## config.mk

```make
export PLATFORM = sky130hd
export DESIGN_NAME = mask_track
export DESIGN_NICKNAME = d
export VERILOG_FILES = /design/src/rtl/mask_track_pkg.sv /design/src/rtl/mask_track_seq_divider.sv /design/src/rtl/mask_track.sv
export SDC_FILE = /design/constraint.sdc
export NUM_CORES = 1
export LEC_CHECK = 0
export CORE_UTILIZATION = 59
export DETAILED_ROUTE_END_ITERATION = 12
export PLACE_DENSITY_LB_ADDON = 0.12
export SLEW_MARGIN = 20
export SYNTH_ARGS = -nofsm -noshare
export SYNTH_HDL_FRONTEND = slang
export SYNTH_SLANG_ARGS = --single-unit
```

## constraint.sdc

```tcl
create_clock -name clk -period 5.6 [get_ports clk]
set_input_delay 0.84 -clock clk [delete_from_list [all_inputs] [get_ports clk]]
set_output_delay 0.84 -clock clk [all_outputs]
set_load 0.01 [all_outputs]
```

## src/rtl/mask_track_pkg.sv

```systemverilog
// ============================================================================
// Module      : mask_track_pkg
// Description : Shared widths, defaults, FSM states and accumulator record
//               for the mask_track object tracker.
// Revision    : 1.0 - initial release
// ============================================================================
`default_nettype none

package mask_track_pkg;

    localparam int COUNT_W = 19;
    localparam int SUM_W   = 28;
    localparam int COORD_W = 13;

    localparam logic [COORD_W-1:0] DEF_ROW_MAX    = 13'd477;
    localparam logic [COORD_W-1:0] DEF_COL_MAX    = 13'd617;
    localparam logic [COUNT_W-1:0] DEF_MIN_PIXELS = 19'd64;

    typedef enum logic [2:0] {
        ST_IDLE   = 3'd0,
        ST_ACCUM  = 3'd1,
        ST_DIV_C  = 3'd2,
        ST_DIV_R  = 3'd3,
        ST_REPORT = 3'd4
    } state_t;

    typedef struct packed {
        logic [COUNT_W-1:0] count;
        logic [SUM_W-1:0]   sum_row;
        logic [SUM_W-1:0]   sum_col;
        logic [COORD_W-1:0] rmin;
        logic [COORD_W-1:0] rmax;
        logic [COORD_W-1:0] cmin;
        logic [COORD_W-1:0] cmax;
    } acc_t;

    // Frame-start value: mins saturated high so the first pixel always wins.
    function automatic acc_t acc_init();
        acc_t a;
        a.count   = '0;
        a.sum_row = '0;
        a.sum_col = '0;
        a.rmin    = '1;
        a.rmax    = '0;
        a.cmin    = '1;
        a.cmax    = '0;
        return a;
    endfunction

endpackage

`default_nettype wire

```

## src/rtl/mask_track_seq_divider.sv

```systemverilog
// ============================================================================
// Module      : seq_divider
// Description : Restoring unsigned divider, one quotient bit per cycle; the
//               start cycle performs the first step, done pulses after the last.
// Revision    : 1.0 - initial release
// ============================================================================
`default_nettype none

module seq_divider
    import mask_track_pkg::*;
#(
    parameter int DIVIDEND_W = SUM_W,
    parameter int DIVISOR_W  = COUNT_W,
    parameter int QUOTIENT_W = COORD_W
) (
    input  logic                  clk,
    input  logic                  rst,
    input  logic                  i_start,
    input  logic [DIVIDEND_W-1:0] i_dividend,
    input  logic [DIVISOR_W-1:0]  i_divisor,
    output logic                  o_done,
    output logic [QUOTIENT_W-1:0] o_quotient
);

    localparam int CNT_W = $clog2(DIVIDEND_W);

    logic [DIVISOR_W-1:0]  r_rem;
    logic [DIVIDEND_W-1:0] r_quo;
    logic [DIVISOR_W-1:0]  r_div;
    logic [CNT_W-1:0]      r_cnt;
    logic                  r_busy;
    logic                  r_done;

    logic [DIVISOR_W-1:0]  w_rem_src;
    logic [DIVIDEND_W-1:0] w_quo_src;
    logic [DIVISOR_W-1:0]  w_div_src;
    logic [DIVISOR_W:0]    w_shift;
    logic                  w_ge;
    logic [DIVISOR_W-1:0]  w_rem_nxt;
    logic [DIVIDEND_W-1:0] w_quo_nxt;

    always_comb begin
        w_rem_src = i_start ? '0         : r_rem;
        w_quo_src = i_start ? i_dividend : r_quo;
        w_div_src = i_start ? i_divisor  : r_div;
        w_shift   = {w_rem_src, w_quo_src[DIVIDEND_W-1]};
        w_ge      = (w_shift >= {1'b0, w_div_src});
        // True remainder is below the divisor, so modular subtraction is exact.
        w_rem_nxt = w_ge ? (w_shift[DIVISOR_W-1:0] - w_div_src) : w_shift[DIVISOR_W-1:0];
        w_quo_nxt = {w_quo_src[DIVIDEND_W-2:0], w_ge};
    end

    always_ff @(posedge clk) begin
        if (rst) begin
            r_rem  <= '0;
            r_quo  <= '0;
            r_div  <= '0;
            r_cnt  <= '0;
            r_busy <= 1'b0;
            r_done <= 1'b0;
        end else begin
            r_done <= 1'b0;
            if (i_start) begin
                r_rem  <= w_rem_nxt;
                r_quo  <= w_quo_nxt;
                r_div  <= i_divisor;
                r_cnt  <= CNT_W'(DIVIDEND_W - 1);
                r_busy <= 1'b1;
            end else if (r_busy) begin
                r_rem <= w_rem_nxt;
                r_quo <= w_quo_nxt;
                r_cnt <= r_cnt - CNT_W'(1);
                if (r_cnt == CNT_W'(1)) begin
                    r_busy <= 1'b0;
                    r_done <= 1'b1;
                end
            end
        end
    end

    assign o_done     = r_done;
    assign o_quotient = r_quo[QUOTIENT_W-1:0];

endmodule

`default_nettype wire

```

## src/rtl/mask_track.sv

```systemverilog
// ============================================================================
// Module      : mask_track
// Description : Per-frame bounding box, pixel count and centroid of flagged
//               pixels. Optional MASK_TRACK_DENOISE_EN rejects runs under 3.
// Revision    : 1.0 - initial release
// ============================================================================
`default_nettype none

module mask_track
    import mask_track_pkg::*;
#(
    parameter logic [COORD_W-1:0] ROW_MAX    = DEF_ROW_MAX,
    parameter logic [COORD_W-1:0] COL_MAX    = DEF_COL_MAX,
    parameter logic [COUNT_W-1:0] MIN_PIXELS = DEF_MIN_PIXELS
) (
    input  logic               clk,
    input  logic               reset,
    input  logic               pix_valid,
    input  logic [COORD_W-1:0] row,
    input  logic [COORD_W-1:0] col,
    input  logic               in_color,
    output logic               result_valid,
    input  logic               result_ready,
    output logic               found,
    output logic [COUNT_W-1:0] pix_count,
    output logic [COORD_W-1:0] box_rmin,
    output logic [COORD_W-1:0] box_rmax,
    output logic [COORD_W-1:0] box_cmin,
    output logic [COORD_W-1:0] box_cmax,
    output logic [COORD_W-1:0] cent_row,
    output logic [COORD_W-1:0] cent_col,
    output logic               frame_drop
);

    logic w_start_frame;
    logic w_end_frame;
    logic w_in_win;
    logic w_flag;
    logic w_hit;

    assign w_start_frame = pix_valid && (row == '0) && (col == '0);
    assign w_end_frame   = pix_valid && (row == ROW_MAX) && (col == COL_MAX);
    assign w_in_win      = (row <= ROW_MAX) && (col <= COL_MAX);

`ifdef MASK_TRACK_DENOISE_EN
    logic [1:0] r_hist;
    logic [1:0] w_hist_src;

    // r_hist[0] is the previous sample's flag, r_hist[1] the one before.
    always_comb begin
        w_hist_src = (col == '0) ? 2'b00 : r_hist;
        w_flag     = in_color && (&w_hist_src);
    end

    always_ff @(posedge clk) begin
        if (reset) begin
            r_hist <= 2'b00;
        end else if (pix_valid) begin
            r_hist <= {w_hist_src[0], in_color};
        end
    end
`else
    assign w_flag = in_color;
`endif

    assign w_hit = pix_valid && w_in_win && w_flag;

    acc_t r_acc;
    acc_t w_acc_base;
    acc_t w_acc_nxt;
    acc_t r_snap;

    always_comb begin
        w_acc_base = w_start_frame ? acc_init() : r_acc;
        w_acc_nxt  = w_acc_base;
        if (w_hit) begin
            w_acc_nxt.count   = w_acc_base.count + COUNT_W'(1);
            w_acc_nxt.sum_row = w_acc_base.sum_row + SUM_W'(row);
            w_acc_nxt.sum_col = w_acc_base.sum_col + SUM_W'(col);
            if (row < w_acc_base.rmin) w_acc_nxt.rmin = row;
            if (row > w_acc_base.rmax) w_acc_nxt.rmax = row;
            if (col < w_acc_base.cmin) w_acc_nxt.cmin = col;
            if (col > w_acc_base.cmax) w_acc_nxt.cmax = col;
        end
    end

    always_ff @(posedge clk) begin
        if (reset) begin
            r_acc <= '0;
        end else begin
            r_acc <= w_acc_nxt;
        end
    end

    state_t r_state;
    state_t w_state_nxt;
    logic   r_started;
    logic   w_div_start;
    logic   w_load_snap;
    logic   w_cap_col;
    logic   w_cap_out;
    logic   w_drop;
    logic   w_div_done;
    logic [COORD_W-1:0] w_quotient;
    logic [SUM_W-1:0]   w_dividend;

    always_comb begin
        w_state_nxt = r_state;
        w_div_start = 1'b0;
        w_load_snap = 1'b0;
        w_cap_col   = 1'b0;
        w_cap_out   = 1'b0;
        w_drop      = 1'b0;
        case (r_state)
            ST_IDLE: begin
                if (w_start_frame) w_state_nxt = ST_ACCUM;
            end
            ST_ACCUM: begin
                if (w_end_frame) begin
                    w_load_snap = 1'b1;
                    w_state_nxt = ST_DIV_C;
                end
            end
            ST_DIV_C: begin
                w_div_start = !r_started;
                w_drop      = w_end_frame;
                if (w_div_done) begin
                    w_cap_col   = 1'b1;
                    w_state_nxt = ST_DIV_R;
                end
            end
            ST_DIV_R: begin
                w_div_start = !r_started;
                w_drop      = w_end_frame;
                if (w_div_done) begin
                    w_cap_out   = 1'b1;
                    w_state_nxt = ST_REPORT;
                end
            end
            ST_REPORT: begin
                w_drop = w_end_frame;
                if (result_ready) w_state_nxt = ST_ACCUM;
            end
            default: w_state_nxt = ST_IDLE;
        endcase
    end

    // r_started marks that the divide for the current state has been launched.
    always_ff @(posedge clk) begin
        if (reset) begin
            r_state   <= ST_IDLE;
            r_started <= 1'b0;
        end else begin
            r_state <= w_state_nxt;
            if (w_state_nxt != r_state) begin
                r_started <= 1'b0;
            end else if (w_div_start) begin
                r_started <= 1'b1;
            end
        end
    end

    assign w_dividend = (r_state == ST_DIV_C) ? r_snap.sum_col : r_snap.sum_row;

    seq_divider #(
        .DIVIDEND_W (SUM_W),
        .DIVISOR_W  (COUNT_W),
        .QUOTIENT_W (COORD_W)
    ) u_div (
        .clk        (clk),
        .rst        (reset),
        .i_start    (w_div_start),
        .i_dividend (w_dividend),
        .i_divisor  (r_snap.count),
        .o_done     (w_div_done),
        .o_quotient (w_quotient)
    );

    logic               r_found;
    logic [COUNT_W-1:0] r_pix_count;
    logic [COORD_W-1:0] r_rmin;
    logic [COORD_W-1:0] r_rmax;
    logic [COORD_W-1:0] r_cmin;
    logic [COORD_W-1:0] r_cmax;
    logic [COORD_W-1:0] r_qcol;
    logic [COORD_W-1:0] r_cent_row;
    logic [COORD_W-1:0] r_cent_col;
    logic               r_drop;

    always_ff @(posedge clk) begin
        if (reset) begin
            r_snap      <= '0;
            r_qcol      <= '0;
            r_found     <= 1'b0;
            r_pix_count <= '0;
            r_rmin      <= '0;
            r_rmax      <= '0;
            r_cmin      <= '0;
            r_cmax      <= '0;
            r_cent_row  <= '0;
            r_cent_col  <= '0;
            r_drop      <= 1'b0;
        end else begin
            r_drop <= w_drop;
            if (w_load_snap) r_snap <= w_acc_nxt;
            if (w_cap_col)   r_qcol <= w_quotient;
            if (w_cap_out) begin
                r_pix_count <= r_snap.count;
                // An empty frame has no box; its divider result is meaningless.
                if (r_snap.count == '0) begin
                    r_found    <= 1'b0;
                    r_rmin     <= '0;
                    r_rmax     <= '0;
                    r_cmin     <= '0;
                    r_cmax     <= '0;
                    r_cent_row <= '0;
                    r_cent_col <= '0;
                end else begin
                    r_found    <= (r_snap.count >= MIN_PIXELS);
                    r_rmin     <= r_snap.rmin;
                    r_rmax     <= r_snap.rmax;
                    r_cmin     <= r_snap.cmin;
                    r_cmax     <= r_snap.cmax;
                    r_cent_row <= w_quotient;
                    r_cent_col <= r_qcol;
                end
            end
        end
    end

    assign result_valid = (r_state == ST_REPORT);
    assign found        = r_found;
    assign pix_count    = r_pix_count;
    assign box_rmin     = r_rmin;
    assign box_rmax     = r_rmax;
    assign box_cmin     = r_cmin;
    assign box_cmax     = r_cmax;
    assign cent_row     = r_cent_row;
    assign cent_col     = r_cent_col;
    assign frame_drop   = r_drop;

endmodule

`default_nettype wire

```

======== Word level (Yosys, flattened, before mapping) ========
Cells that the tools add are included.
storage, ports and cells
  bits in registers ....................... 443
  bits in read-only memories .............. 0
  RAM bits ................................ 0
  bits in latches ......................... 0
  memories kept ........................... 0
  output and inout port bits .............. 100
  logic and storage cells ................. 115
  bits of input ports ..................... 31
operators by class
  add/sub/neg operators ................... 5
  $mul .................................... 0
  shifts and indexed selects .............. 0
  magnitude comparators ................... 8
  divide/modulo/power cells ............... 0
  mux-type cells .......................... 40
  bitwise logic cells ..................... 2
  reduce and logical (&&, ||, !) cells .... 19
  eq/ne operators ......................... 8
operators by type and width
  cell                                                    count
  two-way mux 127 bit                                     2
  two-way mux 13 bit                                      10
  two-way mux 28 bit                                      4
  two-way mux 19 bit                                      5
  adder 28 x 13 -> 28 bit                                 2
  > comparator 13 bit                                     2
  logical NOT 13 bit                                      2
  < comparator 13 bit                                     2
  >= comparator 20 x 19 -> 1 bit                          1
  adder 19 x 1 -> 19 bit (second input constant)          1
  >= comparator 19 x 7 -> 1 bit (second input constant)   1
  logical NOT 19 bit                                      1
  subtractor 19 bit                                       1
  two-way mux 3 bit                                       5
  one-hot mux 3 bit (5 select lines)                      1
  == test 13 x 10 -> 1 bit (second input constant)        1
  == test 13 x 9 -> 1 bit (second input constant)         1
  <= comparator 13 x 10 -> 1 bit (second input constant)  1
  <= comparator 13 x 9 -> 1 bit (second input constant)   1
  two-way mux 1 bit                                       11
  two-way mux 5 bit                                       2
  OR reduction 2 bit                                      4
  logical AND 1 bit                                       7
  == test 3 x 2 -> 1 bit (second input constant)          2
  other kinds (10)                                        12

======== Logic depth before layout (Yosys ltp) ========
  depth in word-level cells ............... 8
  depth in mapped cells ................... 18
  depth with buffers taken out ............ 14

======== By module ========
A second synthesis with hierarchy kept.
unflattened totals
  cells, all modules ...................... 2349
  area total of the unflattened synthesis .. 20450.9 sq um
by module, submodules not included
  module       cells an instance  times used  area an instance (sq um)  seq. area each (sq um)
  mask_track   1800               1           15966.6                   7407.1
  seq_divider  549                1           4484.3                    1461.4

======== Least setup slack after synthesis ========
OpenSTA, ideal clock, no wires.
  kind .................................... input to register
  from .................................... input row[0]
  to ...................................... register r_snap[73] (netlist name)
  arrival ................................. 4.350 ns
  cell stages on the path ................. 14
  path slack .............................. 1.134 ns
  setup time .............................. 0.115 ns
  path buffers ............................ 2
  path through ............................ nor4_1 > nand3_1 > nor4_2 > buf_2 > buf_1 > nor2b_1 > ha_1 > and4_1 > and3_1 > and3_1 > nor4_1 > or4_1 > mux2i_1 > nand2_1
between the ends
  word-level cells in the longest chain between the ends .. 6
ends and longest elaborated chain
  what                             line               RTL
  from (decl)                      mask_track.sv:19   input logic [COORD_W-1:0] row,
  logical NOT 13 bit               mask_track.sv:41   assign w_start_frame = pix_valid && (row == '0) && (col == '0);
  logical AND 1 bit (2 in series)  mask_track.sv:41
  two-way mux 127 bit              mask_track.sv:74   w_acc_base = w_start_frame ? acc_init() : r_acc;
  adder 28 x 13 -> 28 bit          mask_track.sv:79   w_acc_nxt.sum_col = w_acc_base.sum_col + SUM_W'(col);
  two-way mux 127 bit              mask_track.sv:76   if (w_hit) begin
  to (signal assigned)             mask_track.sv:205  if (w_load_snap) r_snap <= w_acc_nxt;
  to (decl)                        mask_track.sv:71   acc_t r_snap;
Several ways; a longest one is shown, not always the timed one.
A chain may end at the register's enable or synchronous reset.

======== Final worst setup path ========
  from .................................... register r_state[2]
  to ...................................... register u_div.r_rem[16]
between the ends
  word-level cells in the longest chain between the ends .. 8
ends and longest elaborated chain
  what                                                                        line                                                        RTL
  from (decl)                                                                 mask_track.sv:95                                            state_t r_state;
  from (signal assigned)                                                      mask_track.sv:154                                           r_state <= w_state_nxt;
  == test 3 x 2 -> 1 bit, on equally long branches                            mask_track.sv:114, mask_track.sv:163
  OR reduction 2 bit (no source line)                                         --
  two-way mux 1 bit                                                           --
  two-way mux 28 bit, or another cell as far along                            mask_track_seq_divider.sv:44                                w_quo_src = i_start ? i_dividend : r_quo;
  subtractor 19 bit / >= comparator 20 x 19 -> 1 bit (equally long branches)  mask_track_seq_divider.sv:49, mask_track_seq_divider.sv:47
  two-way mux 19 bit                                                          mask_track_seq_divider.sv:49                                w_rem_nxt = w_ge ? (w_shift[DIVISOR_W-1:0] - w_div_src) : w_shift[DIVISOR_W-1:0];
  two-way mux 19 bit                                                          mask_track_seq_divider.sv:69                                end else if (r_busy) begin
  two-way mux 19 bit                                                          mask_track_seq_divider.sv:63                                if (i_start) begin
  to (signal assigned)                                                        mask_track_seq_divider.sv:64                                r_rem <= w_rem_nxt;
  to (signal assigned)                                                        mask_track_seq_divider.sv:70                                r_rem <= w_rem_nxt;
  to (decl)                                                                   mask_track_seq_divider.sv:27                                logic [DIVISOR_W-1:0] r_rem;
Several ways; a longest one is shown, not always the timed one. The select of a mux whose other input is x is not followed.

==> metrics.cfg <==
[pwr]
netSwitchingPower_mw = 1.35
share_seq_of_total_power_pct = 49.9
power.share.clock_pct = 46.6
vdd.ir_drop.worst_mv = 0.207
power.combinational.fraction_pct = 3.5
sw_frac_of_total_pct = 21.5
internal_power_mw = 4.96
power.static_leakage_nw = 8.90
power-per-cell-area_nw_per_um2 = 269

[cts]
post_cts_resized = 0
cts_buffer_depth = 3
cts.reportedPaths.clkPinSlew_ps = 60
clock_insertion_delay_worst_skew_ps = 560
cts_hold_repair.buffers = 0
cts_tree = yes
ctsRootBufferMaster = clkbuf_16
cts.repair_timing.setup_buffer_count = 0
count_of_h_tree_levels_built_during_cts = 2
numClockSinks = 443
cts_made_buffers = 45

[grt]
grt_max_degree = 92
grt_antenna_before_repair = 0
grt_pass1_wl_mm = 86.8
global_route.usage.total_pct = 30.4
grt_pass1_vias = 16500
grt_remaining_overflow = 0

[timing]
max_slew.worst_pin.slew_ps = 1100
setup-tns-final_ps = 0
fin_skew_ps = 12.8
period_needed_ps = 4730
timing.final.setup_violations = 0
report.final.hold_viol_count = 0
final-max-slew-violation-count = 0
whs_ps = 449
rsz0062_at_grt = no
maxSlewHeadroom_pct = 26.4
maxClockFrequency_ghz = 0.211
finalCritPeriodShare_pct = 84.4

[critical_path]
worst-path-max-fanout = 35
timing_worst_setup_path_type = reg -> reg
worstSetupStartpointType = flop
crit_path_arrival_time_ps = 5130
cp.required_ps = 6010
endpoint_kind = flop

[placement]
hpwl_mm = 36.6
port-buffer-count = 130
gp_congestion = 0.910

[cells_and_area]
final.fill_count = 2710
layout.cells.most_common = dfxtp_1
nets = 2484
antenna-diode-count = 0
syn_to_final_growth_pct = 15.9
layout-drive-gt1-share_pct = 7.46
layout_common_cells = 442 x dfxtp_1, 259 x nor2_1, 197 x nand2_1

[drt]
detail_route.vias_per_cell = 6.12
drt-pass1-iter-count = 7
drt-total-wl_mm = 53.9
remaining_drc_errors = 0
final_antenna_net_count = 0
dr_total_vias = 17300
routed_length_per_instance_um = 19.0
initialDrtViolationCount = 1270

[die]
row_count = 67
boundary_pins = 131
die-area_um2 = 35100
initial_utilization_pct = 60.2
floorplan.core_area_um2 = 33600
dieWidth_um = 187
dieHeight_um = 187

[synthesis]
synth_seq_cells = 443
fraction_of_the_yosys_area_taken_by_sequential_cells_pct = 43.8
syn_avg_cell_area_um2 = 8.91
syn-instance-count = 2273
synth_top_flop_cell = dfxtp_1
synthDominantCellAreaShare_pct = 43.8
post-synth-top-area-cell = dfxtp_1
syn-cell-area_um2 = 20200
synth-edff-count = 0
share_of_flip_flops_with_an_asynchronous_set_or_reset_pct = 0
synthesis.yosys.warnings = 0
synth_fp_nets = 2402
synth.area.top_cells = dfxtp_1 44%, ha_1 5.9%, a211oi_1 5.5%
yosysUniqueCellTypes = 76

[status]
status = finished, final reports clean

[job]
drv.max_cap_violation_count = 0

[worst_hold_path]
worst_hold_path_type = reg -> reg

## cell type report
| type | count | area (um2) | area share, % |
|---|---|---|---|
| multi-input cells | 1633 | 10600 | 45.3 |
| flip-flops and latches | 443 | 8870 | 37.8 |
| repair buffers | 185 | 1780 | 7.59 |
| clock buffers | 70 | 1380 | 5.89 |
| well taps | 448 | 561 | 2.39 |
| inverters | 47 | 176 | 0.752 |
| clock inverters | 7 | 67.6 | 0.288 |
## power by group through the flow
stage | Sequential, mW | Clock [mW] | Combinational (mW)
2_1_floorplan | 3.22 | 0 | 0.119
3_3_place_gp | 3.22 | 0 | 0.211
3_5_place_dp | 3.22 | 0 | 0.216
4_1_cts | 3.15 | 2.99 | 0.217
5_1_grt | 3.15 | 3.11 | 0.240
6_report | 3.15 | 2.94 | 0.221
## flip-flops by register name, summed over array words and instances (netlist names), 13 cells and up
signal       count
u_div.r_quo     28
r_acc          127
u_div.r_div     19
r_snap         127
cent_col        13
box_rmin        13
r_qcol          13
pix_count       19
cent_row        13
box_cmax        13
box_rmax        13
box_cmin        13
u_div.r_rem     19
## synthesized netlist by cell type, drive strengths merged (5+ instances only)
cell / instances
o211ai: 20
o21a: 15
nor2b: 64
a31oi: 9
nor3: 37
nand3: 46
or3: 18
a21o: 22
and2: 23
a21oi: 147
a311o: 7
buf: 41
o2111ai: 5
a211oi: 153
nand4: 26
or4: 8
nor2: 264
xnor2: 40
clkbuf: 109
and3: 17
nand2b: 9
o21bai: 6
a31o: 7
o211a: 7
mux2i: 48
o22ai: 32
nand2: 198
o21ai: 73
dfxtp: 443
nor4: 36
a22o: 78
ha: 95
mux2: 12
inv: 47
or2: 11
xor2: 45
## metrics by stage
step | utilization, % | power (mW) | setup WS, ps | cells | instance area, um2
after floorplan | - | 3.34 | 1130 | 2273 | 20200
after global placement | 65.5 | 3.43 | 527 | 2756 | 22000
after detailed placement | 65.5 | 3.44 | 438 | 2756 | 22000
after CTS | 69.8 | 6.35 | 934 | 2833 | 23500
after global routing | 69.8 | 6.50 | 646 | 2833 | 23500
final | 69.8 | 6.31 | 871 | 2833 | 23500
## path summary, 6_finish.rpt
kind	startpoint	end	slack, ps	cells past startpoint
max	r_state[2]$_SDFF_PP0_	u_div.r_rem[16]$_SDFFE_PP0P_	870	15
min	r_snap[104]$_SDFFE_PP0P_	r_snap[104]$_SDFFE_PP0P_	450	2
max reg2reg	r_state[2]$_SDFF_PP0_	u_div.r_rem[16]$_SDFFE_PP0P_	870	15
min reg2reg	r_snap[104]$_SDFFE_PP0P_	r_snap[104]$_SDFFE_PP0P_	450	2
## kinds of logic (layout without fill, tap and decap cells)
group	Yosys count	in the layout	synth area share, %
xor+xnor	85	85	3.68
compound gates	618	618	21.0
simple gates	772	772	18.2
mux	60	60	3.04
fa+ha+maj	98	98	6.17
buf+inv	197	309	4.02
flops	443	443	43.8
## critical path, cell delays in order (launching register included)
cell	delay, ps
dfxtp_1	300
buf_4	230
nand2b_1	330
or2_2	700
nor2_1	110
a21oi_1	240
ha_1	260
fa_1	230
nand2b_1	150
a211oi_1	100
o311ai_1	440
a31oi_1	230
a211oi_4	430
buf_4	390
mux2i_1	310
a211oi_1	110
## metal layers
metal  part of all wire [%]  global-route usage (%)  vias to the layer above
li1                       -                       -                     8392
met1                     45                    41.3                     8283
met2                     46                    49.1                      555
met3                    6.9                    5.25                       99
met4                    2.6                    10.1                        0
met5                      0                       0                        -
(Power assumes the default switching activity.)
